## config.mk

```make
export PLATFORM = sky130hd
export DESIGN_NAME = enc_period_scheduler
export DESIGN_NICKNAME = d
export VERILOG_FILES = /design/src/rtl/enc_period_scheduler.sv
export SDC_FILE = /design/constraint.sdc
export NUM_CORES = 1
export LEC_CHECK = 0
export CORE_MARGIN = 2
export CORE_UTILIZATION = 40
export DETAILED_ROUTE_END_ITERATION = 8
export PLACE_DENSITY = 0.66
export SLEW_MARGIN = 20
export SYNTH_ARGS = -nofsm -noshare
export SYNTH_HDL_FRONTEND = slang
export SYNTH_SLANG_ARGS = --single-unit
```

## constraint.sdc

```tcl
create_clock -name clk -period 2.32 [get_ports clk]
set_input_delay 0.348 -clock clk [delete_from_list [all_inputs] [get_ports clk]]
set_output_delay 0.348 -clock clk [all_outputs]
set_load 0.1 [all_outputs]
```

## src/rtl/enc_period_scheduler.sv

```systemverilog
// enc_period_scheduler: snapshots NUM_CH encoder period words coherently and writes them to a
// register file one slot per wr_en/wr_ack handshake. Optional status slot: ENC_PERIOD_STATUS_EN.
module enc_period_scheduler #(
  parameter int         NUM_CH  = 4,
  parameter int         IDX_W   = 3,
  parameter logic [7:0] TIMEOUT = 8'd255
) (
  input  logic                clk,
  input  logic                reset,
  input  logic [32*NUM_CH-1:0] period_in,
  input  logic                snap_req,
  input  logic                wr_ack,
  input  logic                err_clr,
  output logic                busy,
  output logic                wr_en,
  output logic [IDX_W-1:0]    wr_addr,
  output logic [31:0]         wr_data,
  output logic                done,
  output logic                err
);

`ifdef ENC_PERIOD_STATUS_EN
  localparam int LAST = NUM_CH;
`else
  localparam int LAST = NUM_CH - 1;
`endif
  localparam logic [IDX_W-1:0] LAST_IDX = IDX_W'(LAST);

  typedef enum logic [2:0] {S_IDLE, S_SNAP, S_WRITE, S_WAIT, S_DONE} state_t;
  state_t state, state_nxt;

  logic [31:0]      shadow [NUM_CH];
  logic [IDX_W-1:0] idx;
  logic [7:0]       timer;
  logic             pending;
  logic             start, tmo, slot_end, last_slot;
  logic [31:0]      word_sel;

  assign start     = snap_req | pending;
  assign tmo       = (state == S_WAIT) && !wr_ack && (timer == TIMEOUT - 8'd1);
  assign slot_end  = (state == S_WAIT) && (wr_ack || tmo);
  assign last_slot = (idx == LAST_IDX);

`ifdef ENC_PERIOD_STATUS_EN
  logic [15:0] scan_cnt;
  logic [7:0]  ovf;
  logic [31:0] status_word;

  always_comb begin
    ovf = '0;
    for (int i = 0; i < NUM_CH; i++) ovf[i] = (shadow[i][15:0] == 16'h8000);
  end

  // Reports the number of the scan in progress, i.e. the count this scan's DONE will leave behind.
  assign status_word = {scan_cnt + 16'd1, 8'd0, ovf};

  always_ff @(posedge clk or negedge reset) begin
    if (!reset)                 scan_cnt <= '0;
    else if (state == S_DONE)   scan_cnt <= scan_cnt + 16'd1;
  end
`endif

  always_comb begin
    word_sel = '0;
    for (int i = 0; i < NUM_CH; i++)
      if (idx == IDX_W'(i)) word_sel = shadow[i];
`ifdef ENC_PERIOD_STATUS_EN
    if (idx == IDX_W'(NUM_CH)) word_sel = status_word;
`endif
  end

  always_comb begin
    state_nxt = state;
    case (state)
      S_IDLE:  if (start) state_nxt = S_SNAP;
      S_SNAP:  state_nxt = S_WRITE;
      S_WRITE: state_nxt = S_WAIT;
      S_WAIT:  if (slot_end) state_nxt = last_slot ? S_DONE : S_WRITE;
      S_DONE:  state_nxt = S_IDLE;
      default: state_nxt = S_IDLE;
    endcase
  end

  always_ff @(posedge clk or negedge reset) begin
    if (!reset) state <= S_IDLE;
    else        state <= state_nxt;
  end

  always_ff @(posedge clk or negedge reset) begin
    if (!reset) begin
      busy    <= 1'b0;
      wr_en   <= 1'b0;
      wr_addr <= '0;
      wr_data <= '0;
      done    <= 1'b0;
      err     <= 1'b0;
      pending <= 1'b0;
      idx     <= '0;
      timer   <= '0;
      for (int i = 0; i < NUM_CH; i++) shadow[i] <= '0;
    end else begin
      done <= (state == S_DONE);

      // A fresh timeout outranks a same-cycle clear.
      if (tmo)          err <= 1'b1;
      else if (err_clr) err <= 1'b0;

      // Requests arriving during a scan merge into a single pending scan.
      if (state == S_IDLE) pending <= 1'b0;
      else if (snap_req)   pending <= 1'b1;

      case (state)
        S_IDLE: if (start) busy <= 1'b1;
        S_SNAP: begin
          for (int i = 0; i < NUM_CH; i++) shadow[i] <= period_in[32*i +: 32];
          idx <= '0;
        end
        S_WRITE: begin
          wr_en   <= 1'b1;
          wr_addr <= idx;
          wr_data <= word_sel;
          timer   <= '0;
        end
        S_WAIT: begin
          if (slot_end) begin
            wr_en <= 1'b0;
            if (!last_slot) idx <= idx + IDX_W'(1);
          end else begin
            timer <= timer + 8'd1;
          end
        end
        S_DONE:  busy <= 1'b0;
        default: ;
      endcase
    end
  end

endmodule

```

## Word level (Yosys, flattened, before mapping)

Cells that the tools add are included.

- Logic and storage cells: 67
- Input port bits: 133
- Register bits after elaboration: 182
- Output and inout port bits: 39

- Reductions and logical operators: 17
- Equal/unequal tests: 12
- Add/subtract/negate cells: 2
- Bitwise operators: 1
- Mux-type cells: 21

Operators with widths:

| cell | number |
|---|---|
| 32-bit two-way mux | 4 |
| 8-bit one-hot mux with 2 select lines | 1 |
| 3-bit two-way mux | 5 |
| 3-bit by 2-bit equality test with 1-bit output (second input constant) | 4 |
| 3-bit one-hot mux with 4 select lines | 1 |
| 2-bit nonzero test | 5 |
| 8-bit by 1-bit adder with 8-bit output (second input constant) | 1 |
| 8-bit equality test (second input constant) | 1 |
| 8-bit two-way mux | 1 |
| 2-bit != test (second input constant) | 4 |
| 2-bit AND reduction | 4 |
| 3-bit by 1-bit equality test with 1-bit output (second input constant) | 2 |
| 3-bit logical NOT | 2 |
| 1-bit two-way mux | 6 |
| 3-bit one-hot mux with 2 select lines | 1 |
| 1-bit one-hot mux with 2 select lines | 2 |
| 3-bit by 1-bit adder with 3-bit output (second input constant) | 1 |
| 3-bit equality test (second input constant) | 1 |
| 1-bit logical AND | 3 |
| 3-bit AND reduction | 1 |
| 1-bit logical NOT | 1 |
| 1-bit logical OR | 1 |
| 1-bit OR | 1 |

## Logic depth before layout (Yosys ltp)

Gate-level depths: netlist of the first run.

- Depth in word-level cells: 7
- Mapped depth: 8

## Worst setup path after synthesis of the first run

No wires, ideal clock.

- Path kind: register to register
- Start: register idx[0]
- End: register wr_data[10]
- Required time: 2.253 ns
- Path slack: 0.562 ns
- Setup time: 0.067 ns
- Cell stages (with the launch flop): 8
- Arrival: 1.691 ns
- Buffers on the path: 1
- Cells stage by stage: dfrtp_1 -> inv_1 -> ha_1 -> nor2b_1 -> clkbuf_1 -> a221oi_1 -> o311ai_0 -> o21a_1

- Cells in the longest elaborated chain, start to end: 5
- Elaborated cells between the ends (all ways): 8

Ends and longest elaborated chain:

| what | line | RTL |
|---|---|---|
| from (decl) | 33 | `logic [IDX_W-1:0] idx;` |
| from (signal assigned) | 127 | `if (!last_slot) idx <= idx + IDX_W'(1);` |
| 3-bit logical NOT | 66 | `if (idx == IDX_W'(i)) word_sel = shadow[i];` |
| 32-bit two-way mux (3 in a row) | 66 |  |
| 32-bit two-way mux * | 66 |  |
| to (signal assigned) | 121 | `wr_data <= word_sel;` |
| to (decl) | 17 | `output logic [31:0] wr_data,` |

Mark *: on every way between the ends. The rest lies on a longest branch, timed or not.
A chain may end at the register's enable or synchronous reset.

## Worst setup path in the final report of the first run

- Start: register idx[1]
- End: register wr_data[16]

Same word-level chain as after synthesis.

==> results by group, run 1 <==
Finish
  – Finished Cell Area: 10400 um^2
  – Synth-to-layout area growth: 32.9%
  – Layout cells sized above 1: 29.4%
  – Filler cells: between 1500 and 2000
  – NumNets Final: approximately 900

Clocking
  – CTS tree: done
  – CTS Root Cell: clkbuf_16
  – # hold bufs at CTS: 1
  – Setup Fix Bufs, Post-CTS: 0
  – Clk_lat worst skew: 0.42 ns
  – Clk sinks: 182
  – CTS HTree Levels: 4
  – Max clock buf depth: 2
  – CTS Buf Count: 17
  – CTS clk-pin slew, worst paths: 0.06 ns
  – Cts repair resizes: 0

Power
  – Power per cell area: 1560 nW/um^2
  – Max VDD drop: 1.20 mV
  – Pleak: 0.00421 uW

Floorplanning
  – Die H: 144 um
  – Ports: ~170
  – Core area: 19300 um^2
  – Die ar.: ~21000 um^2
  – Die Wd: ~140 um
  – Num rows: 51
  – Initial Utilization: approximately 40%

Logic synthesis
  – Cell Area, Synth: between 7000 and 8000 um^2
  – Synth Area in Simple Gates: 5.82%
  – Yosys reg bits: 182
  – Seq/Total Area, Yosys: around three fifths
  – Yosys warns: 0
  – Synth cell types: 42
  – Number of cells produced by synthesis: 597
  – Post-Synthesis Net Count: between 700 and 800
  – Proportion of synthesized area in mux cells: 19.2%
  – Compound-Gate Fraction of Synth Area: 12.8%
  – Adder-Cell Fraction of Synth Area: 1.12%
  – Mean post-synth cell area: 13.1 um^2
  – Xor/xnor share of the synthesized area: 0%
  – Main combinational cell family by area after synthesis: multiplexers

GRT
  – First-pass GRT wire length: ~30000 um
  – Pin count of the biggest net entering global routing: 101
  – Overflow after GRT: 0
  – Met2 Use GR: 31.0%
  – Met3 Usage GRT: under 10%
  – GR Util All Layers: between 10% and 20%
  – Gr busiest metal: met2
  – Initial antenna violation count: 0
  – GRT met1 Usage: 25.3%
  – Vias in the first global route: 5649

Route
  – Routed Antenna Nets: 0
  – Iter 0 DRT Violations: 336
  – DRT Wirelength: 18900 um
  – DRC viols: 0
  – WL/cell: 18.3 um
  – First-pass iteration count of the detailed router: 6
  – DR vias: 5521
  – Via density: 5.34

Timing
  – Least-Margin Pin Slew: 0.597 ns
  – Fmax: approximately 0.49 GHz
  – Final hold vios: 0
  – Hold WS: between 0.4 and 0.5 ns
  – Final Cycle Share: 87.3%
  – Post-route setup TNS: 0 ns
  – Setup violators final: 0
  – Max Clock Skew: 0.00732 ns
  – Final min period: roughly 2.0 ns
  – RSZ-0062 raised after global routing: false
  – Fin. max-slew vios: 0
  – Relative slew slack: 59.8%

Placed design
  – Number of buffers added on ports: between 150 and 200
  – Post-DP HPWL: 12800 um
  – Area after DPL: between 9000 and 10000 um^2
  – Placer Congestion: 0.786

Critical path
  – CP delay by family, top: compound AO/OA/AOI/OAI gates
  – Max stage delay on crit path: 0.42 ns
  – CP Max Fanout: 24
  – CP Class: register to register
  – Arrival @ worst endpoint: around 2.4 ns
  – Crit path cell chain: inv_1, ha_1, nor2b_4, buf_12, a221oi_1, o311ai_0, o21a_1
  – CP Capture Type: register
  – Startpoint types: register
  – Slowest CP cell: dfrtp_1
  – Req. time, crit path: between 2 and 3 ns
  – Crit path buf inv count: 2

Run status
  – Status: complete, no violations

Run
  – Max-cap viol count: 0

Worst hold path
  – Worst hold path class: primary input to asynchronous set/reset pin
cell type report:
class	count	area, um^2	share of cell area, %
sequential	182	4550	43.8
multi-input combinational	364	3080	29.6
clock buffer	20	457	4.39
antenna	1	2.50	0.0241
inverter	7	26.3	0.253
tap	265	332	3.19
timing repair buffer	185	1850	17.8
clock inverter	10	100	0.962
sequential cells by signal, summed over array words and instances (netlist names):
| register | flops |
|---|---|
| shadow | 128 |
| wr_data | 32 |
| timer | 8 |
| idx | 3 |
| state | 3 |
| wr_addr | 3 |
| busy | 1 |
| done | 1 |
| err | 1 |
| pending | 1 |
| wr_en | 1 |
Yosys cell counts (all sizes together):
cell type	n	area, um^2
a211o	1	10.0
a21o	2	15.0
a21oi	5	25.0
a221oi	32	280
a31oi	3	18.8
a32o	1	10.0
a41oi	1	8.76
and2	1	6.26
and3	1	7.51
and3b	1	8.76
buf	26	134
clkbuf	18	67.6
dfrtp	182	4550
ha	7	87.6
inv	7	26.3
mux2	132	1490
mux2i	1	10.0
nand2	38	143
nand2b	4	25.0
nand3	3	15.0
nand3b	1	7.51
nand4	1	21.3
nor2	40	150
nor2b	2	12.5
nor3	3	15.0
nor3b	2	25.0
o211a	1	17.5
o211ai	1	7.51
o21a	33	248
o21ai	7	35.0
o22a	1	8.76
o2bb2ai	2	17.5
o311ai	32	280
o31a	1	8.76
o31ai	1	7.51
or2	2	12.5
or3	1	6.26
power breakdown:
part           leakage, uW  internal, uW  switching [uW]
clock network     0.000261          1530            1210
logic              0.00178          3110            4650
registers          0.00216          4760             971
total              0.00421          9400            6830
per-stage QoR:
step | power [uW] | utilization (%) | std cells | setup WS, ns
after floorplan | 11400 | - | 597 | 0.562
after global placement | 13300 | 50.9 | 1002 | 0.428
after detailed placement | 13600 | 50.9 | 1002 | 0.273
after CTS | 16400 | 53.8 | 1033 | 0.259
after global routing | 17100 | 53.8 | 1033 | 0.0818
final | 16200 | 53.8 | 1034 | 0.294
final timing paths:
check / slack (ns) / startpoint / cells after the start / endpoint
min in group clk: 0.48 / wr_en$_DFFE_PN0P_ / 1 / wr_en$_DFFE_PN0P_
max in group asynchronous: 1.05 / reset / 3 / pending$_DFFE_PN0P_
worst min-delay path: 0.45 / reset / 2 / state[0]$_DFFE_PN0P_
worst min register to register: 0.48 / wr_en$_DFFE_PN0P_ / 1 / wr_en$_DFFE_PN0P_
worst max-delay path: 0.29 / idx[1]$_DFFE_PN0P_ / 7 / wr_data[16]$_DFFE_PN0P_
worst max register to register: 0.29 / idx[1]$_DFFE_PN0P_ / 7 / wr_data[16]$_DFFE_PN0P_
per-layer routing:
metal  up-vias  part of all wire, %
li1       2532                    -
met1      2829                   45
met2       138                   50
met3        22                  3.6
met4         0                  1.8
met5         -                    0
placed cells by master (no fill, tap or decap), types with 4 or more instances in the layout:
cell type,synthesis,layout
dfrtp_1,182,182
mux2_2,131,131
clkdlybuf4s50_1,0,131
buf_4,0,42
nor2_1,40,39
nand2_1,38,38
o21a_1,33,33
a221oi_1,32,32
o311ai_0,22,22
clkbuf_16,0,17
o311ai_1,10,10
buf_12,0,10
inv_1,7,7
o21ai_0,7,7
ha_1,7,6
a21oi_1,5,5
clkinvlp_4,0,4
logic make-up (layout without fill, tap and decap cells):
logic type               Yosys count  count (layout)
flip-flops                       182             182
multiplexers                     133             133
AO/OA/AOI/OAI                    124             124
AND/OR/NAND/NOR                  100             100
buffers and inverters             51             222
adder cells (fa/ha/maj)            7               7
other                              0               1
(Power assumes the default switching activity.)
==> inputs of run 2 (changes only) <==
Settings changed: CAP_MARGIN set to 10, CELL_PAD_IN_SITES_DETAIL_PLACEMENT set to 0, CELL_PAD_IN_SITES_GLOBAL_PLACEMENT set to 1, DONT_BUFFER_PORTS set to 1, PLACE_DENSITY 0.66 to unset, PLACE_DENSITY_LB_ADDON set to 0.1.
==> run 2 against run 1 <==
The flow now finishes with violations (negative hold slack). Clock skew grew 0.0026 ns. Clock power grew 8.4%. Critical endpoint is now wr_data[17]$_DFFE_PN0P_. Total power shrank 1.2%. Sequential cell count is the same. Maximum frequency shrank 0.32%. Global-route usage shrank 0.40 points. Worst hold slack lost 0.83 ns. Final cell count shrank 12%. Via count shrank 10%. Largest cell class unchanged. Die area is the same. Combinational power shrank 4.6%.
==> results by group, run 2 (same netlist as run 1, synthesis figures left out) <==
Finish
  – Non-filler cells, final: 905 (-12%)
  – Largest Register: shadow
  – NumNets Final: 763 (-15%)
  – Filler cells: 1794 (+8.3%)
  – Commonest non-fill, non-tap cell in the layout: dfrtp_1
  – Commonest cells after routing, fill and taps aside: 182 x dfrtp_1, 131 x mux2_2, 47 x buf_4
  – Final core occ: 46.8% (-7.0 points)
  – Max FFs per register: 128 (unchanged)
  – Largest registers: shadow x128, wr_data x32, timer x8
  – Synth-to-layout area growth: 15.7%
  – Layout cells sized above 1: 35.5% (+6.1 points)

Route
  – Via density: 5.49 (+2.8%)
  – DRC viols: 0 (unchanged)
  – DRT Wirelength: 18400 um (-3.0%)
  – Iter 0 DRT Violations: 197 (-41%)
  – First-pass iteration count of the detailed router: 4 (-2)
  – Routed Antenna Nets: 0 (unchanged)
  – DR vias: 4969 (-10%)
  – WL/cell: 20.3 um (+11%)

Placed design
  – Post-DP HPWL: 12300 um (-4.5%)
  – Placed cells: 869 (-13%)
  – Number of buffers added on ports: 0 (-100%)
  – Placer Congestion: 0.777 (-1.1%)

Critical path
  – CP Class: register to register
  – Req. time, crit path: 2.68 ns (about the same)
  – CP Max Fanout: 23 (-4.2%)
  – Crit path cell chain: inv_1, ha_1, nor3b_4, buf_4, a221oi_1, o311ai_0, o21a_1
  – Max stage delay on crit path: 0.41 ns (about the same)
  – Reg2Reg Depth: 7 (unchanged)
  – Reg2Reg Setup Slack: 0.29 ns (about the same)
  – Arrival @ worst endpoint: 2.39 ns (about the same)
  – Launch point of the worst reg-to-reg path: idx[1]$_DFFE_PN0P_
  – Slowest CP cell: dfrtp_1
  – CP delay by family, top: compound AO/OA/AOI/OAI gates
  – R2r endpoint: wr_data[17]$_DFFE_PN0P_
  – Startpoint types: register
  – Crit path buf inv count: 2 (unchanged)
  – CP Capture Type: register

GRT
  – Vias in the first global route: 5113 (-9.5%)
  – Pin count of the biggest net entering global routing: 183 (+81%)
  – Initial antenna violation count: 10 (+10)
  – GR Util All Layers: 18.4% (-0.40 points)
  – First-pass GRT wire length: 29000 um (-3.4%)
  – Overflow after GRT: 0 (unchanged)

Floorplanning
  – Die H: 144 um (unchanged)
  – Initial Utilization: 40.5% (unchanged)
  – Core area: 19300 um^2 (unchanged)
  – Die Wd: 144 um (unchanged)
  – Num rows: 51 (unchanged)
  – Die ar.: 20700 um^2 (unchanged)
  – Ports: 172 (unchanged)

Clocking
  – Max clock buf depth: 2 (unchanged)
  – Setup Fix Bufs, Post-CTS: 0 (unchanged)
  – CTS Buf Count: 17 (unchanged)
  – CTS tree: done
  – Clk_lat worst skew: 0.42 ns (about the same)
  – CTS Root Cell: clkbuf_16
  – CTS clk-pin slew, worst paths: 0.07 ns (about the same)
  – Clk sinks: 182 (unchanged)
  – CTS HTree Levels: 4 (unchanged)

Timing
  – Fin. max-slew vios: 0 (unchanged)
  – Final min period: 2.03 ns (+0.00641 ns)
  – Fmax: 0.492 GHz (-0.32%)
  – RSZ-0062 raised after global routing: false
  – Post-route setup TNS: 0 ns (unchanged)
  – Hold WS: -0.378 ns (-0.830 ns)
  – Setup violators final: 0 (unchanged)
  – Relative slew slack: 40.5% (-19 points)
  – Least-Margin Pin Slew: 0.892 ns (+0.295 ns)
  – Final Cycle Share: 87.6% (+0.28 points)
  – Max Clock Skew: 0.00994 ns (+0.00263 ns)
  – Final hold vios: 182 (+182)

Power
  – Pleak: 0.00369 uW (-12%)
  – Power per cell area: 1770 nW/um^2 (+14%)
  – Total Power: 16000 uW (-1.2%)
  – Max VDD drop: 0.654 mV (-45%)

Run status
  – Status: finished with violations
  – Failing checks: negative hold slack

Worst hold path
  – Worst hold path class: primary input to asynchronous set/reset pin

Run
  – Max-cap viol count: 0 (unchanged)
-- run 2: final cells by class --
| class | count | area (um^2) | share of cell area, % |
|---|---|---|---|
| diodes | 4 | 10.0 | 0.111 |
| clock buffers | 23 | 498 | 5.50 |
| clock inverters | 9 | 115 | 1.27 |
| inverters | 7 | 26.3 | 0.290 |
| multi-input cells | 364 | 3080 | 34.1 |
| flip-flops and latches | 182 | 4550 | 50.3 |
| well taps | 265 | 332 | 3.66 |
| repair buffers | 51 | 433 | 4.78 |
-- run 2: worst max path at each step --
| stage | startpoint | endpoint | cells after the start |
|---|---|---|---|
| final | idx[1]$_DFFE_PN0P_ | wr_data[17]$_DFFE_PN0P_ | 7 |
| after CTS | idx[1]$_DFFE_PN0P_ | wr_data[17]$_DFFE_PN0P_ | 7 |
| after global routing | idx[0]$_DFFE_PN0P_ | wr_data[23]$_DFFE_PN0P_ | 7 |
| after floorplan | idx[0]$_DFFE_PN0P_ | wr_data[10]$_DFFE_PN0P_ | 7 |
| after detailed placement | idx[1]$_DFFE_PN0P_ | wr_data[17]$_DFFE_PN0P_ | 7 |
| after global placement | idx[1]$_DFFE_PN0P_ | wr_data[31]$_DFFE_PN0P_ | 7 |
-- run 2: per-layer routing --
layer	part of all wire (%)	global-route usage [%]
met1	43	23.6
met2	49	29.2
met3	7.3	7.76
met4	0.28	3.87
met5	0.39	0
-- run 2: report_power, final --
part	switching, uW	internal, uW	leakage [uW]
Combinational	4570	2830	0.00123
Clock	1230	1740	0.000296
Sequential	907	4750	0.00216
-- run 2: per-stage QoR --
stage               area [um^2]  setup slack [ns]
floorplan                  7820             0.562
global placement           8430             0.406
CTS                        9040             0.279
global route               9040             0.116
finish                     9050             0.288
detailed placement         8430             0.276
-- run 2: what timing repair did --
action                                  CTS  global route
resized for setup                         0             0
endpoints found under the setup margin    0             0
hold endpoints to repair                182           182
==> inputs of run 3 (changes only) <==
Settings changed: HOLD_SLACK_MARGIN set to 0.05.
==> run 3 against run 2 <==
The run still ends with negative hold slack left. First-iteration DRC count increased by 5.1%. Sequential power barely moved. Global-route usage unchanged. Maximum frequency about the same. Clock-buffer cell count is the same. Final cell count grew 1.7%. Setup slack worse by 0.0019 ns. Clock skew grew 0.0021 ns.
==> results by group, run 3 (same netlist as run 1, synthesis figures left out) <==
Run status
  – Status: finished with violations
  – Failing checks: negative hold slack

Placed design
  – Number of buffers added on ports: 0 (unchanged)
  – Post-DP HPWL: 12300 um (unchanged)
  – Placer Congestion: 0.777 (unchanged)

Floorplanning
  – Num rows: 51 (unchanged)
  – Die Wd: 144 um (unchanged)
  – Die ar.: 20700 um^2 (unchanged)
  – Core area: 19300 um^2 (unchanged)
  – Ports: 172 (unchanged)
  – Die H: 144 um (unchanged)
  – Initial Utilization: 40.5% (unchanged)

Finish
  – Largest Register: shadow
  – Filler cells: 1787 (-0.39%)
  – Area of the multi-input gates: 3080 um^2 (unchanged)
  – Synth-to-layout area growth: 17.6%
  – Reg area: 4550 um^2 (unchanged)
  – Final core occ: 47.6% (+0.78 points)
  – Largest registers: shadow x128, wr_data x32, timer x8
  – Commonest cells after routing, fill and taps aside: 182 x dfrtp_1, 131 x mux2_2, 47 x buf_4
  – NumNets Final: 778 (+2.0%)
  – Max FFs per register: 128 (unchanged)
  – Layout cells sized above 1: 34.7% (-0.82 points)
  – Commonest non-fill, non-tap cell in the layout: dfrtp_1

Clocking
  – CTS HTree Levels: 4 (unchanged)
  – Clk_lat worst skew: 0.43 ns (about the same)
  – CTS Buf Count: 17 (unchanged)
  – CTS tree: done
  – CTS Root Cell: clkbuf_16
  – CTS clk-pin slew, worst paths: 0.07 ns (about the same)
  – Clk sinks: 182 (unchanged)
  – Max clock buf depth: 2 (unchanged)

Critical path
  – Req. time, crit path: 2.68 ns (about the same)
  – Crit path launch: idx[1]$_DFFE_PN0P_
  – Launch point of the worst reg-to-reg path: idx[1]$_DFFE_PN0P_
  – CP Capture Type: register
  – Startpoint types: register
  – CP Class: register to register
  – CP Max Fanout: 23 (unchanged)
  – Arrival @ worst endpoint: 2.40 ns (about the same)

Route
  – DRT Wirelength: 18400 um (+0.40%)
  – First-pass iteration count of the detailed router: 6 (+2)
  – Via density: 5.50 (+0.23%)
  – WL/cell: 20.1 um (-1.2%)
  – Routed Antenna Nets: 0 (unchanged)
  – DR vias: 5063 (+1.9%)
  – DRC viols: 0 (unchanged)
  – Iter 0 DRT Violations: 207 (+5.1%)

GRT
  – First-pass GRT wire length: 29000 um (unchanged)
  – Vias in the first global route: 5113 (unchanged)
  – Overflow after GRT: 0 (unchanged)
  – Pin count of the biggest net entering global routing: 183 (unchanged)
  – GR Util All Layers: 18.4% (unchanged)
  – Initial antenna violation count: 9 (-1)

Timing
  – Hold WS: -0.371 ns (+0.00676 ns)
  – Final hold vios: 182 (unchanged)
  – Final Cycle Share: 87.7% (about the same)
  – Fin. max-slew vios: 0 (unchanged)
  – Post-route setup TNS: 0 ns (unchanged)
  – Relative slew slack: 40.5% (-0.047 points)
  – Final min period: 2.03 ns (+0.00187 ns)
  – RSZ-0062 raised after global routing: false
  – Fmax: 0.492 GHz (about the same)
  – Max Clock Skew: 0.0120 ns (+0.00209 ns)
  – Least-Margin Pin Slew: 0.893 ns (+0.000698 ns)
  – Setup violators final: 0 (unchanged)

Power
  – Max VDD drop: 0.658 mV (+0.59%)
  – Pleak: 0.00375 uW (+1.7%)
  – Power per cell area: 1750 nW/um^2 (-1.4%)

Run
  – Max-cap viol count: 0 (unchanged)

Worst hold path
  – Worst hold path class: primary input to asynchronous set/reset pin
run 3: worst paths after layout:
kind	endpoint	slack, ns	cells after the start
max in group asynchronous	shadow[69]$_DFFE_PN0N_	2.22	0
min in group clk	shadow[51]$_DFFE_PN0N_	0.07	1
hold / removal	err$_DFFE_PN0P_	-0.37	0
hold reg to reg	wr_en$_DFFE_PN0P_	0.48	1
setup reg to reg	wr_data[17]$_DFFE_PN0P_	0.29	7
setup / recovery	wr_data[17]$_DFFE_PN0P_	0.29	7
run 3: what timing repair did:
item                                    4_1_cts  5_1_grt
endpoints found under the setup margin        0        0
endpoints found under the hold margin       182      197
resized for setup                             0        0
setup buffers                                 0        0
run 3: per-stage QoR:
step           cell area [um^2]  total power [uW]  setup slack [ns]  std cells
6_report                   9200             16100             0.286        920
5_1_grt                    9200             17000             0.116        918
4_1_cts                    9040             16200             0.279        901
3_5_place_dp               8430             13200             0.276        869
3_3_place_gp               8430             13000             0.406        869
2_1_floorplan              7820             11400             0.562        597
run 3: worst max-delay path, cell delays in order (launching register included):
cell,delay (ns)
dfrtp_1,0.41
inv_1,0.09
ha_1,0.24
nor3b_4,0.20
buf_4,0.35
a221oi_1,0.16
o311ai_0,0.35
o21a_1,0.17
run 3: per-layer routing:
metal,share of wire (%),GRT usage (%),vias up
li1,-,-,2290
met4,0.65,3.87,8
met5,0.27,0,-
met2,49,29.2,136
met1,43,23.6,2605
met3,7.5,7.76,24
run 3: cell type report:
type / instances / share of cell area, %
inverter: 7 / 0.286
timing repair buffer: 66 / 6.34
tap: 265 / 3.60
clock inverter: 9 / 1.25
antenna: 4 / 0.109
multi-input combinational: 364 / 33.5
clock buffer: 23 / 5.41
sequential: 182 / 49.5
run 3: power by group:
group	internal, uW	switching (uW)	leakage [uW]
combinational	2850	4580	0.00129
sequential	4750	910	0.00216
clock	1740	1230	0.000296
